==> config.mk <==
export PLATFORM = sky130hd
export DESIGN_NAME = wb_cache
export DESIGN_NICKNAME = d
export VERILOG_FILES = /design/src/rtl/cache_pkg.sv /design/src/rtl/cache_line_array.sv /design/src/rtl/wb_cache.sv
export SDC_FILE = /design/constraint.sdc
export NUM_CORES = 2
export LEC_CHECK = 0
export BUFFER_PORTS_ARGS = -buffer_cell sky130_fd_sc_hd__buf_2
export CAP_MARGIN = 20
export CORE_UTILIZATION = 47
export DETAILED_ROUTE_END_ITERATION = 16
export SLEW_MARGIN = 40
export SYNTH_ARGS = -nofsm -noshare
export SYNTH_HDL_FRONTEND = slang
export SYNTH_SLANG_ARGS = --single-unit
==> constraint.sdc <==
create_clock -name clk -period 7.4 [get_ports clk]
set_input_delay 1.48 -clock clk [delete_from_list [all_inputs] [get_ports clk]]
set_output_delay 1.48 -clock clk [all_outputs]
set_load 0.01 [all_outputs]
==> src/rtl/cache_pkg.sv <==
// Shared types and helpers for the write-back data cache.
// Holds the miss/flush state encoding, address-split constants and byte-merge logic.
package cache_pkg;

    typedef enum logic [2:0] {
        IDLE,
        WRITEBACK,
        REFILL,
        FLUSH_SCAN,
        FLUSH_WB
    } cache_state_t;

    localparam int OFFSET_W = 2;

    // Tag is whatever sits above the word offset and the line index.
    function automatic logic [63:0] tag_of(input logic [63:0] addr, input int index_w);
        return addr >> (OFFSET_W + index_w);
    endfunction

    function automatic logic [31:0] be_merge(input logic [31:0] old_word,
                                             input logic [31:0] new_word,
                                             input logic [3:0]  be);
        logic [31:0] merged;
        merged = old_word;
        for (int b = 0; b < 4; b++) begin
            if (be[b]) merged[8*b +: 8] = new_word[8*b +: 8];
        end
        return merged;
    endfunction

endpackage

==> src/rtl/cache_line_array.sv <==
// Tag/data/valid/dirty storage for a direct-mapped cache of one-word lines.
// Combinational read port, one byte-enable write port and a per-line dirty clear.
module cache_line_array
    import cache_pkg::*;
#(
    parameter int LINES = 16,
    parameter int TAG_W = 26
) (
    input  logic                     clk_i,
    input  logic                     rst_i,
    input  logic [$clog2(LINES)-1:0] rd_idx_i,
    output logic [TAG_W-1:0]         rd_tag_o,
    output logic [31:0]              rd_data_o,
    output logic                     rd_valid_o,
    output logic                     rd_dirty_o,
    input  logic                     wr_en_i,
    input  logic [$clog2(LINES)-1:0] wr_idx_i,
    input  logic [TAG_W-1:0]         wr_tag_i,
    input  logic [31:0]              wr_data_i,
    input  logic [3:0]               wr_be_i,
    input  logic                     wr_dirty_i,
    input  logic                     clr_en_i,
    input  logic [$clog2(LINES)-1:0] clr_idx_i
);

    logic [TAG_W-1:0] tag_q  [LINES];
    logic [31:0]      data_q [LINES];
    logic [LINES-1:0] valid_q;
    logic [LINES-1:0] dirty_q;
    logic [31:0]      merged_d;

    assign rd_tag_o   = tag_q[rd_idx_i];
    assign rd_data_o  = data_q[rd_idx_i];
    assign rd_valid_o = valid_q[rd_idx_i];
    assign rd_dirty_o = dirty_q[rd_idx_i];

    assign merged_d = be_merge(data_q[wr_idx_i], wr_data_i, wr_be_i);

    always_ff @(posedge clk_i) begin
        if (rst_i) begin
            valid_q <= '0;
            dirty_q <= '0;
        end else begin
            if (clr_en_i) dirty_q[clr_idx_i] <= 1'b0;
            if (wr_en_i) begin
                valid_q[wr_idx_i] <= 1'b1;
                dirty_q[wr_idx_i] <= wr_dirty_i;
            end
        end
    end

    // Tag and data are never reset; valid gates their use.
    always_ff @(posedge clk_i) begin
        if (wr_en_i) begin
            tag_q[wr_idx_i]  <= wr_tag_i;
            data_q[wr_idx_i] <= merged_d;
        end
    end

endmodule

==> src/rtl/wb_cache.sv <==
// Write-back, write-allocate, direct-mapped data cache with a blocking miss FSM,
// byte-enable stores, a dirty-line flush walk and saturating hit/miss counters.
module wb_cache
    import cache_pkg::*;
#(
    parameter int LINES  = 16,
    parameter int ADDR_W = 32,
    parameter int CNT_W  = 32
) (
    input  logic              clk,
    input  logic              rst_b,
    input  logic              core_req,
    input  logic              core_we,
    input  logic [3:0]        core_be,
    input  logic [ADDR_W-1:0] core_addr,
    input  logic [31:0]       core_wdata,
    output logic [31:0]       core_rdata,
    output logic              core_ready,
    output logic              mem_req,
    output logic              mem_we,
    output logic [ADDR_W-1:0] mem_addr,
    output logic [31:0]       mem_wdata,
    input  logic [31:0]       mem_rdata,
    input  logic              mem_ready,
    input  logic              flush,
    output logic              flush_done,
    output logic [CNT_W-1:0]  hit_cnt,
    output logic [CNT_W-1:0]  miss_cnt
);

    localparam int INDEX_W = $clog2(LINES);
    localparam int TAG_W   = ADDR_W - OFFSET_W - INDEX_W;
    localparam logic [INDEX_W-1:0] LAST_IDX = INDEX_W'(LINES - 1);

    cache_state_t       state_q, state_d;
    logic [INDEX_W-1:0] idx_q, idx_d, scan_q, scan_d;
    logic [TAG_W-1:0]   tag_q, tag_d;
    logic               refill_pend_q, refill_pend_d;
    logic [CNT_W-1:0]   hit_cnt_q, miss_cnt_q;
    logic               hit_inc, miss_inc;

    logic [INDEX_W-1:0] core_idx, rd_idx, wr_idx;
    logic [63:0]        core_tag_full;
    logic [TAG_W-1:0]   core_tag, rd_tag, wr_tag;
    logic [31:0]        rd_data, wr_data;
    logic [3:0]         wr_be;
    logic               rd_valid, rd_dirty, wr_en, wr_dirty, clr_en, hit;
    logic               unused_bits;

    assign core_idx      = core_addr[OFFSET_W +: INDEX_W];
    assign core_tag_full = tag_of(64'(core_addr), INDEX_W);
    assign core_tag      = core_tag_full[TAG_W-1:0];
    assign unused_bits   = ^{core_addr[OFFSET_W-1:0], core_tag_full[63:TAG_W]};
    assign hit           = rd_valid && (rd_tag == core_tag);

    assign core_rdata = rd_data;
    assign mem_wdata  = rd_data;
    assign hit_cnt    = hit_cnt_q;
    assign miss_cnt   = miss_cnt_q;

    always_comb begin
        case (state_q)
            IDLE:                 rd_idx = core_idx;
            FLUSH_SCAN, FLUSH_WB: rd_idx = scan_q;
            default:              rd_idx = idx_q;
        endcase
    end

    cache_line_array #(
        .LINES (LINES),
        .TAG_W (TAG_W)
    ) u_lines (
        .clk_i      (clk),
        .rst_i      (rst_b),
        .rd_idx_i   (rd_idx),
        .rd_tag_o   (rd_tag),
        .rd_data_o  (rd_data),
        .rd_valid_o (rd_valid),
        .rd_dirty_o (rd_dirty),
        .wr_en_i    (wr_en),
        .wr_idx_i   (wr_idx),
        .wr_tag_i   (wr_tag),
        .wr_data_i  (wr_data),
        .wr_be_i    (wr_be),
        .wr_dirty_i (wr_dirty),
        .clr_en_i   (clr_en),
        .clr_idx_i  (scan_q)
    );

    always_comb begin
        state_d       = state_q;
        idx_d         = idx_q;
        tag_d         = tag_q;
        scan_d        = scan_q;
        refill_pend_d = refill_pend_q;
        core_ready    = 1'b0;
        mem_req       = 1'b0;
        mem_we        = 1'b0;
        mem_addr      = {tag_q, idx_q, {OFFSET_W{1'b0}}};
        flush_done    = 1'b0;
        wr_en         = 1'b0;
        wr_idx        = core_idx;
        wr_tag        = core_tag;
        wr_data       = core_wdata;
        wr_be         = core_be;
        wr_dirty      = 1'b1;
        clr_en        = 1'b0;
        hit_inc       = 1'b0;
        miss_inc      = 1'b0;

        case (state_q)
            IDLE: begin
                if (flush) begin
                    state_d = FLUSH_SCAN;
                    scan_d  = '0;
                end else if (core_req) begin
                    if (hit) begin
                        core_ready = 1'b1;
                        wr_en      = core_we;
                        // The completion right after a refill is the tail of a miss.
                        if (refill_pend_q) refill_pend_d = 1'b0;
                        else               hit_inc       = 1'b1;
                    end else begin
                        miss_inc = 1'b1;
                        idx_d    = core_idx;
                        tag_d    = core_tag;
                        state_d  = (rd_valid && rd_dirty) ? WRITEBACK : REFILL;
                    end
                end
            end
            WRITEBACK: begin
                mem_req  = 1'b1;
                mem_we   = 1'b1;
                mem_addr = {rd_tag, idx_q, {OFFSET_W{1'b0}}};
                if (mem_ready) state_d = REFILL;
            end
            REFILL: begin
                mem_req = 1'b1;
                if (mem_ready) begin
                    wr_en         = 1'b1;
                    wr_idx        = idx_q;
                    wr_tag        = tag_q;
                    wr_data       = mem_rdata;
                    wr_be         = 4'hF;
                    wr_dirty      = 1'b0;
                    refill_pend_d = 1'b1;
                    state_d       = IDLE;
                end
            end
            FLUSH_SCAN: begin
                if (rd_valid && rd_dirty) begin
                    state_d = FLUSH_WB;
                end else if (scan_q == LAST_IDX) begin
                    flush_done = 1'b1;
                    state_d    = IDLE;
                end else begin
                    scan_d = scan_q + 1'b1;
                end
            end
            FLUSH_WB: begin
                mem_req  = 1'b1;
                mem_we   = 1'b1;
                mem_addr = {rd_tag, scan_q, {OFFSET_W{1'b0}}};
                if (mem_ready) begin
                    clr_en = 1'b1;
                    if (scan_q == LAST_IDX) begin
                        flush_done = 1'b1;
                        state_d    = IDLE;
                    end else begin
                        scan_d  = scan_q + 1'b1;
                        state_d = FLUSH_SCAN;
                    end
                end
            end
            default: state_d = IDLE;
        endcase
    end

    always_ff @(posedge clk) begin
        if (rst_b) begin
            state_q       <= IDLE;
            scan_q        <= '0;
            refill_pend_q <= 1'b0;
            hit_cnt_q     <= '0;
            miss_cnt_q    <= '0;
        end else begin
            state_q       <= state_d;
            scan_q        <= scan_d;
            refill_pend_q <= refill_pend_d;
            if (hit_inc && (hit_cnt_q != '1))   hit_cnt_q  <= hit_cnt_q + CNT_W'(1);
            if (miss_inc && (miss_cnt_q != '1)) miss_cnt_q <= miss_cnt_q + CNT_W'(1);
        end
    end

    always_ff @(posedge clk) begin
        idx_q <= idx_d;
        tag_q <= tag_d;
    end

endmodule

==> impl_results.html <==
<table>
<tr><th>Metric</th><th>Value</th></tr>
<tr><th colspan="2">Route</th></tr>
<tr><td>Detail Route Antenna Nets</td><td>0</td></tr>
<tr><td>Drt initial violations</td><td>around 3500</td></tr>
<tr><td>Routed vias</td><td>about 34000</td></tr>
<tr><td>Average via count per standard cell</td><td>6.02</td></tr>
<tr><td>Final routed wire length divided by cell count</td><td>24.4 µm</td></tr>
<tr><td>Count of unresolved DRC violations after routing</td><td>0</td></tr>
<tr><td>DRT Wirelength</td><td>roughly 140 mm</td></tr>
<tr><td>Length of the first detailed-routing pass in iterations</td><td>6</td></tr>
<tr><th colspan="2">Setup path</th></tr>
<tr><td>Path type of the worst setup path</td><td>in2out</td></tr>
<tr><td>Worst Reg2Reg Path Length in Cells</td><td>19</td></tr>
<tr><td>Worst path max stage delay</td><td>0.73 ns</td></tr>
<tr><td>Family with the most delay on the worst path</td><td>compound AO/OA/AOI/OAI gates</td></tr>
<tr><td>R2R Path End</td><td>u_lines.data_q[1][10]</td></tr>
<tr><td>Arrival @ worst endpoint</td><td>around 5.7 ns</td></tr>
<tr><td>End of the critical path</td><td>core_ready</td></tr>
<tr><td>Critical path peak fanout</td><td>48</td></tr>
<tr><td>CP most frequent cell</td><td>sky130_fd_sc_hd__buf_2</td></tr>
<tr><td>Levels on crit path</td><td>14</td></tr>
<tr><td>Cell type of the slowest stage on the worst timing path</td><td>sky130_fd_sc_hd__a2111oi_1</td></tr>
<tr><td>Worst setup SP type</td><td>input pin</td></tr>
<tr><td>Element type at the critical path end</td><td>primary output</td></tr>
<tr><td>Required time at the worst-slack endpoint</td><td>a little under 6 ns</td></tr>
<tr><td>Worst R2R Start</td><td>state_q[0]</td></tr>
<tr><td>Worst setup path startpoint</td><td>core_addr[2]</td></tr>
<tr><td>Chain of cells forming the critical path</td><td>buf_2 &gt; nor4b_2 &gt; a221oi_4 &gt; nand2_4 &gt; a2111oi_1 &gt; nor4_1 &gt; a222oi_1 &gt; a41o_1 &gt; o211ai_1 &gt; or3_1 &gt; nor4_2 &gt; buf_4 &gt; and2_1 &gt; buf_2</td></tr>
<tr><td>Worst reg-to-reg setup slack</td><td>around 1.2 ns</td></tr>
<tr><td>Total buffers and inverters traversed by the critical path</td><td>3</td></tr>
<tr><th colspan="2">Logic synthesis</th></tr>
<tr><td>Yosys reg bits</td><td>around 1100</td></tr>
<tr><td>Mean post-synth cell area</td><td>between 10 and 15 µm²</td></tr>
<tr><td>Top post-synthesis cells by area</td><td>sky130_fd_sc_hd__edfxtp_1, sky130_fd_sc_hd__nand2_1, sky130_fd_sc_hd__dfxtp_1</td></tr>
<tr><td>Cell taking the most area after synthesis</td><td>sky130_fd_sc_hd__edfxtp_1</td></tr>
<tr><td>Number of synthesized flops with an enable pin</td><td>958</td></tr>
<tr><td>Async set or reset register ratio after synthesis</td><td>0</td></tr>
<tr><td>Sequential-to-total area share from yosys stat</td><td>0.663</td></tr>
<tr><td>Top_reg_cell synth</td><td>sky130_fd_sc_hd__edfxtp_1</td></tr>
<tr><td>Area share of the leading cell type in the synthesized netlist</td><td>0.618</td></tr>
<tr><td>Post-synthesis instance total</td><td>roughly 4000</td></tr>
<tr><td>Synth warnings</td><td>0</td></tr>
<tr><td>Synth unique cells</td><td>between 90 and 100</td></tr>
<tr><td>Post-synthesis instance area</td><td>between 0.04 and 0.05 mm²</td></tr>
<tr><th colspan="2">Clocking</th></tr>
<tr><td>Clock root buffer</td><td>sky130_fd_sc_hd__clkbuf_16</td></tr>
<tr><td>H-tree depth</td><td>3</td></tr>
<tr><td>Largest buffer count on any clock path</td><td>3</td></tr>
<tr><td>Clock tree from TritonCTS</td><td>done</td></tr>
<tr><td>CTS Buf Count</td><td>110</td></tr>
<tr><td>Clk pin slew, worst setup/hold paths</td><td>roughly 0.06 ns</td></tr>
<tr><td>Clk_lat worst skew</td><td>~0.7 ns</td></tr>
<tr><td>Number of sinks on the clock net</td><td>around 1100</td></tr>
<tr><th colspan="2">STA</th></tr>
<tr><td>Tightest Pin Transition</td><td>a little over 0.9 ns</td></tr>
<tr><td>Number of failing hold endpoints at the final stage</td><td>0</td></tr>
<tr><td>Clock skew</td><td>between 0.015 and 0.02 ns</td></tr>
<tr><td>Total of endpoints with negative setup slack in the final report</td><td>0</td></tr>
<tr><td>Tcrit/Tclk final</td><td>0.972</td></tr>
<tr><td>Worst-case hold slack</td><td>0.448 ns</td></tr>
<tr><td>Max_slew headroom</td><td>0.390</td></tr>
<tr><td>Total negative slack</td><td>0 ns</td></tr>
<tr><td>Number of max-slew violations in the final report</td><td>0</td></tr>
<tr><td>Achievable clock frequency</td><td>roughly 0.14 GHz</td></tr>
<tr><td>Post-layout minimum cycle time</td><td>~7 ns</td></tr>
<tr><td>RSZ-0062 raised after global routing</td><td>false</td></tr>
<tr><th colspan="2">Placed design</th></tr>
<tr><td>Port-buffer cells</td><td>~270</td></tr>
<tr><td>Placed standard-cell area</td><td>0.0496 mm²</td></tr>
<tr><td>Weighted congestion reported at the end of routability-driven placement</td><td>~0.85</td></tr>
<tr><td>Total half-perimeter wirelength after legalization and detailed placement</td><td>between 80 and 90 mm</td></tr>
<tr><th colspan="2">Global route</th></tr>
<tr><td>GRT overflow</td><td>0</td></tr>
<tr><td>Tot GR Track Use</td><td>0.267</td></tr>
<tr><td>Initial antenna violation count</td><td>6</td></tr>
<tr><td>Vias in the first global route</td><td>31100</td></tr>
<tr><td>Largest net degree at the start of global routing</td><td>145</td></tr>
<tr><td>Global-route wire length before repair</td><td>200 mm</td></tr>
<tr><th colspan="2">Pwr</th></tr>
<tr><td>Proportion of power drawn by the clock network</td><td>0.243</td></tr>
<tr><td>Leakage power</td><td>approximately 19 nW</td></tr>
<tr><td>Power after layout</td><td>21.7 mW</td></tr>
<tr><td>Power density of the placed cells</td><td>between 400 and 500 mW/mm²</td></tr>
<tr><td>Internal Power</td><td>12.9 mW</td></tr>
<tr><td>Net switching power figure</td><td>about 8.8 mW</td></tr>
<tr><td>Share of total power in sequential cells</td><td>0.327</td></tr>
<tr><td>Share of power burned in combinational logic</td><td>0.430</td></tr>
<tr><td>Worst vdd ir</td><td>slightly above 0.3 mV</td></tr>
<tr><td>Fraction of power spent switching nets</td><td>0.406</td></tr>
<tr><th colspan="2">Hold path</th></tr>
<tr><td>Worst hold-check path type</td><td>reg2reg</td></tr>
<tr><th colspan="2">Layout</th></tr>
<tr><td>Most common cell after layout, fill and taps aside</td><td>sky130_fd_sc_hd__edfxtp_1</td></tr>
<tr><td>Top library cells by usage in the layout, fill and taps aside</td><td>sky130_fd_sc_hd__edfxtp_1, sky130_fd_sc_hd__nand2_1, sky130_fd_sc_hd__nand3_1</td></tr>
<tr><td>Antenna Cells</td><td>0</td></tr>
<tr><td>Finished layout cell area</td><td>0.0530 mm²</td></tr>
<tr><td>Synthesis-to-layout area growth</td><td>14.0%</td></tr>
<tr><td>Final Net Count</td><td>~4300</td></tr>
<tr><td>Proportion of layout cells with a drive suffix above 1</td><td>0.154</td></tr>
<tr><th colspan="2">Job</th></tr>
<tr><td>Count of max-cap constraint violations</td><td>0</td></tr>
<tr><th colspan="2">Die</th></tr>
<tr><td>Die Width</td><td>around 320 µm</td></tr>
<tr><td>Total Die Area</td><td>around 0.10 mm²</td></tr>
<tr><td>Rows</td><td>around 120</td></tr>
<tr><td>Height of the die</td><td>~320 µm</td></tr>
<tr><td>Placeable core region</td><td>0.0983 mm²</td></tr>
<tr><td>Initial cell density of the core</td><td>0.473</td></tr>
<tr><td>Number of top-level pins</td><td>270</td></tr>
<tr><th colspan="2">Outcome</th></tr>
<tr><td>Result of the run</td><td>complete, no violations</td></tr>
</table>
sequential cells by signal (all words and copies together), names as in the netlist:
name             count
u_lines.valid_q     16
u_lines.data_q     512
refill_pend_q        1
idx_q                4
miss_cnt            32
hit_cnt             32
scan_q               4
u_lines.tag_q      416
tag_q               26
state_q              3
u_lines.dirty_q     16
worst register-to-register path: cells and delay by family (launching register included):
family,cells,cell delay (ns)
AND/OR/NAND/NOR,7,2.41
AO/OA/AOI/OAI,3,0.69
buffers and inverters,7,1.76
flip-flops,1,0.58
XOR/XNOR,2,0.46
power groups by stage:
stage               combinational [mW]  clock [mW]  sequential (mW)
floorplan                         6.16           0             7.17
global placement                  9.11           0             7.21
detailed placement                9.22           0             7.22
CTS                               9.24        5.35             7.09
global route                      10.1        5.57             7.11
finish                            9.32        5.27             7.10
per-layer routing:
metal  vias up  routed length, µm  GRT usage
li1      15300                  -          -
met1     16600              57500      0.370
met2      1360              63900      0.427
met3       266               9980     0.0424
met4         6               4480     0.0908
met5         -                 43          0
how the worst min path moves through the flow:
stage                             from            endpoint  depth (start not counted)
global route        u_lines.valid_q[3]  u_lines.valid_q[3]                          2
detailed placement  u_lines.valid_q[7]  u_lines.valid_q[7]                          2
finish              u_lines.valid_q[4]  u_lines.valid_q[4]                          2
global placement    u_lines.valid_q[3]  u_lines.valid_q[3]                          2
CTS                 u_lines.valid_q[7]  u_lines.valid_q[7]                          2
floorplan           u_lines.valid_q[0]  u_lines.valid_q[0]                          2
logic make-up (layout without fill, tap and decap cells):
| logic type | count (synthesis) | in the layout | share of synthesized area |
|---|---|---|---|
| simple gates | 1741 | 1742 | 0.173 |
| flops | 1062 | 1062 | 0.663 |
| compound gates | 708 | 708 | 0.107 |
| buf+inv | 395 | 703 | 0.0399 |
| mux | 47 | 47 | 0.0106 |
| xor+xnor | 22 | 22 | 0.00430 |
| fa+ha+maj | 6 | 6 | 0.00161 |
| other cells | 1 | 2 | 0.0000806 |
layout make-up:
type | instances | area, µm²
well taps | 1287 | 1610
flip-flops and latches | 1062 | 30900
clock buffers | 141 | 2890
multi-input cells | 2527 | 13900
fillers | 8398 | 45300
clock inverters | 55 | 477
inverters | 62 | 233
repair buffers | 445 | 3010
per-stage QoR:
step                utilization  worst slack [ns]  instances
floorplan                     -              1.01       3983
global placement          0.504             0.167       5379
detailed placement        0.505            0.0992       5381
CTS                       0.539            0.0272       5577
global route              0.539           0.00980       5579
finish                    0.539             0.205       5579
cells in the mapped netlist (12+ instances only):
cell type	instances
sky130_fd_sc_hd__a221oi_1	19
sky130_fd_sc_hd__mux2i_1	28
sky130_fd_sc_hd__o211ai_1	18
sky130_fd_sc_hd__clkbuf_1	190
sky130_fd_sc_hd__a31oi_1	41
sky130_fd_sc_hd__a21boi_0	13
sky130_fd_sc_hd__o21ai_0	108
sky130_fd_sc_hd__or3_1	15
sky130_fd_sc_hd__mux2_2	18
sky130_fd_sc_hd__and3_1	137
sky130_fd_sc_hd__buf_4	47
sky130_fd_sc_hd__buf_1	20
sky130_fd_sc_hd__o31ai_1	39
sky130_fd_sc_hd__nand3_1	376
sky130_fd_sc_hd__a21oi_1	153
sky130_fd_sc_hd__nand2_1	938
sky130_fd_sc_hd__a311oi_1	75
sky130_fd_sc_hd__buf_6	16
sky130_fd_sc_hd__nor3_1	17
sky130_fd_sc_hd__nor3b_1	18
sky130_fd_sc_hd__inv_1	62
sky130_fd_sc_hd__a2111oi_0	46
sky130_fd_sc_hd__buf_2	59
sky130_fd_sc_hd__edfxtp_1	958
sky130_fd_sc_hd__or4_1	39
sky130_fd_sc_hd__and2_1	14
sky130_fd_sc_hd__nor2_1	83
sky130_fd_sc_hd__a211oi_1	87
sky130_fd_sc_hd__nor4_1	12
sky130_fd_sc_hd__dfxtp_1	104
sky130_fd_sc_hd__nor2b_1	16
sky130_fd_sc_hd__nand4_1	22
repair_timing:
action,CTS,global route
setup buffers,0,1
hold buffers,0,0
gates cloned,0,1
pin swaps,0,3
resized for setup,1,4
setup endpoints to repair,1,1
Note: power is estimated with default switching activity, not from simulation.
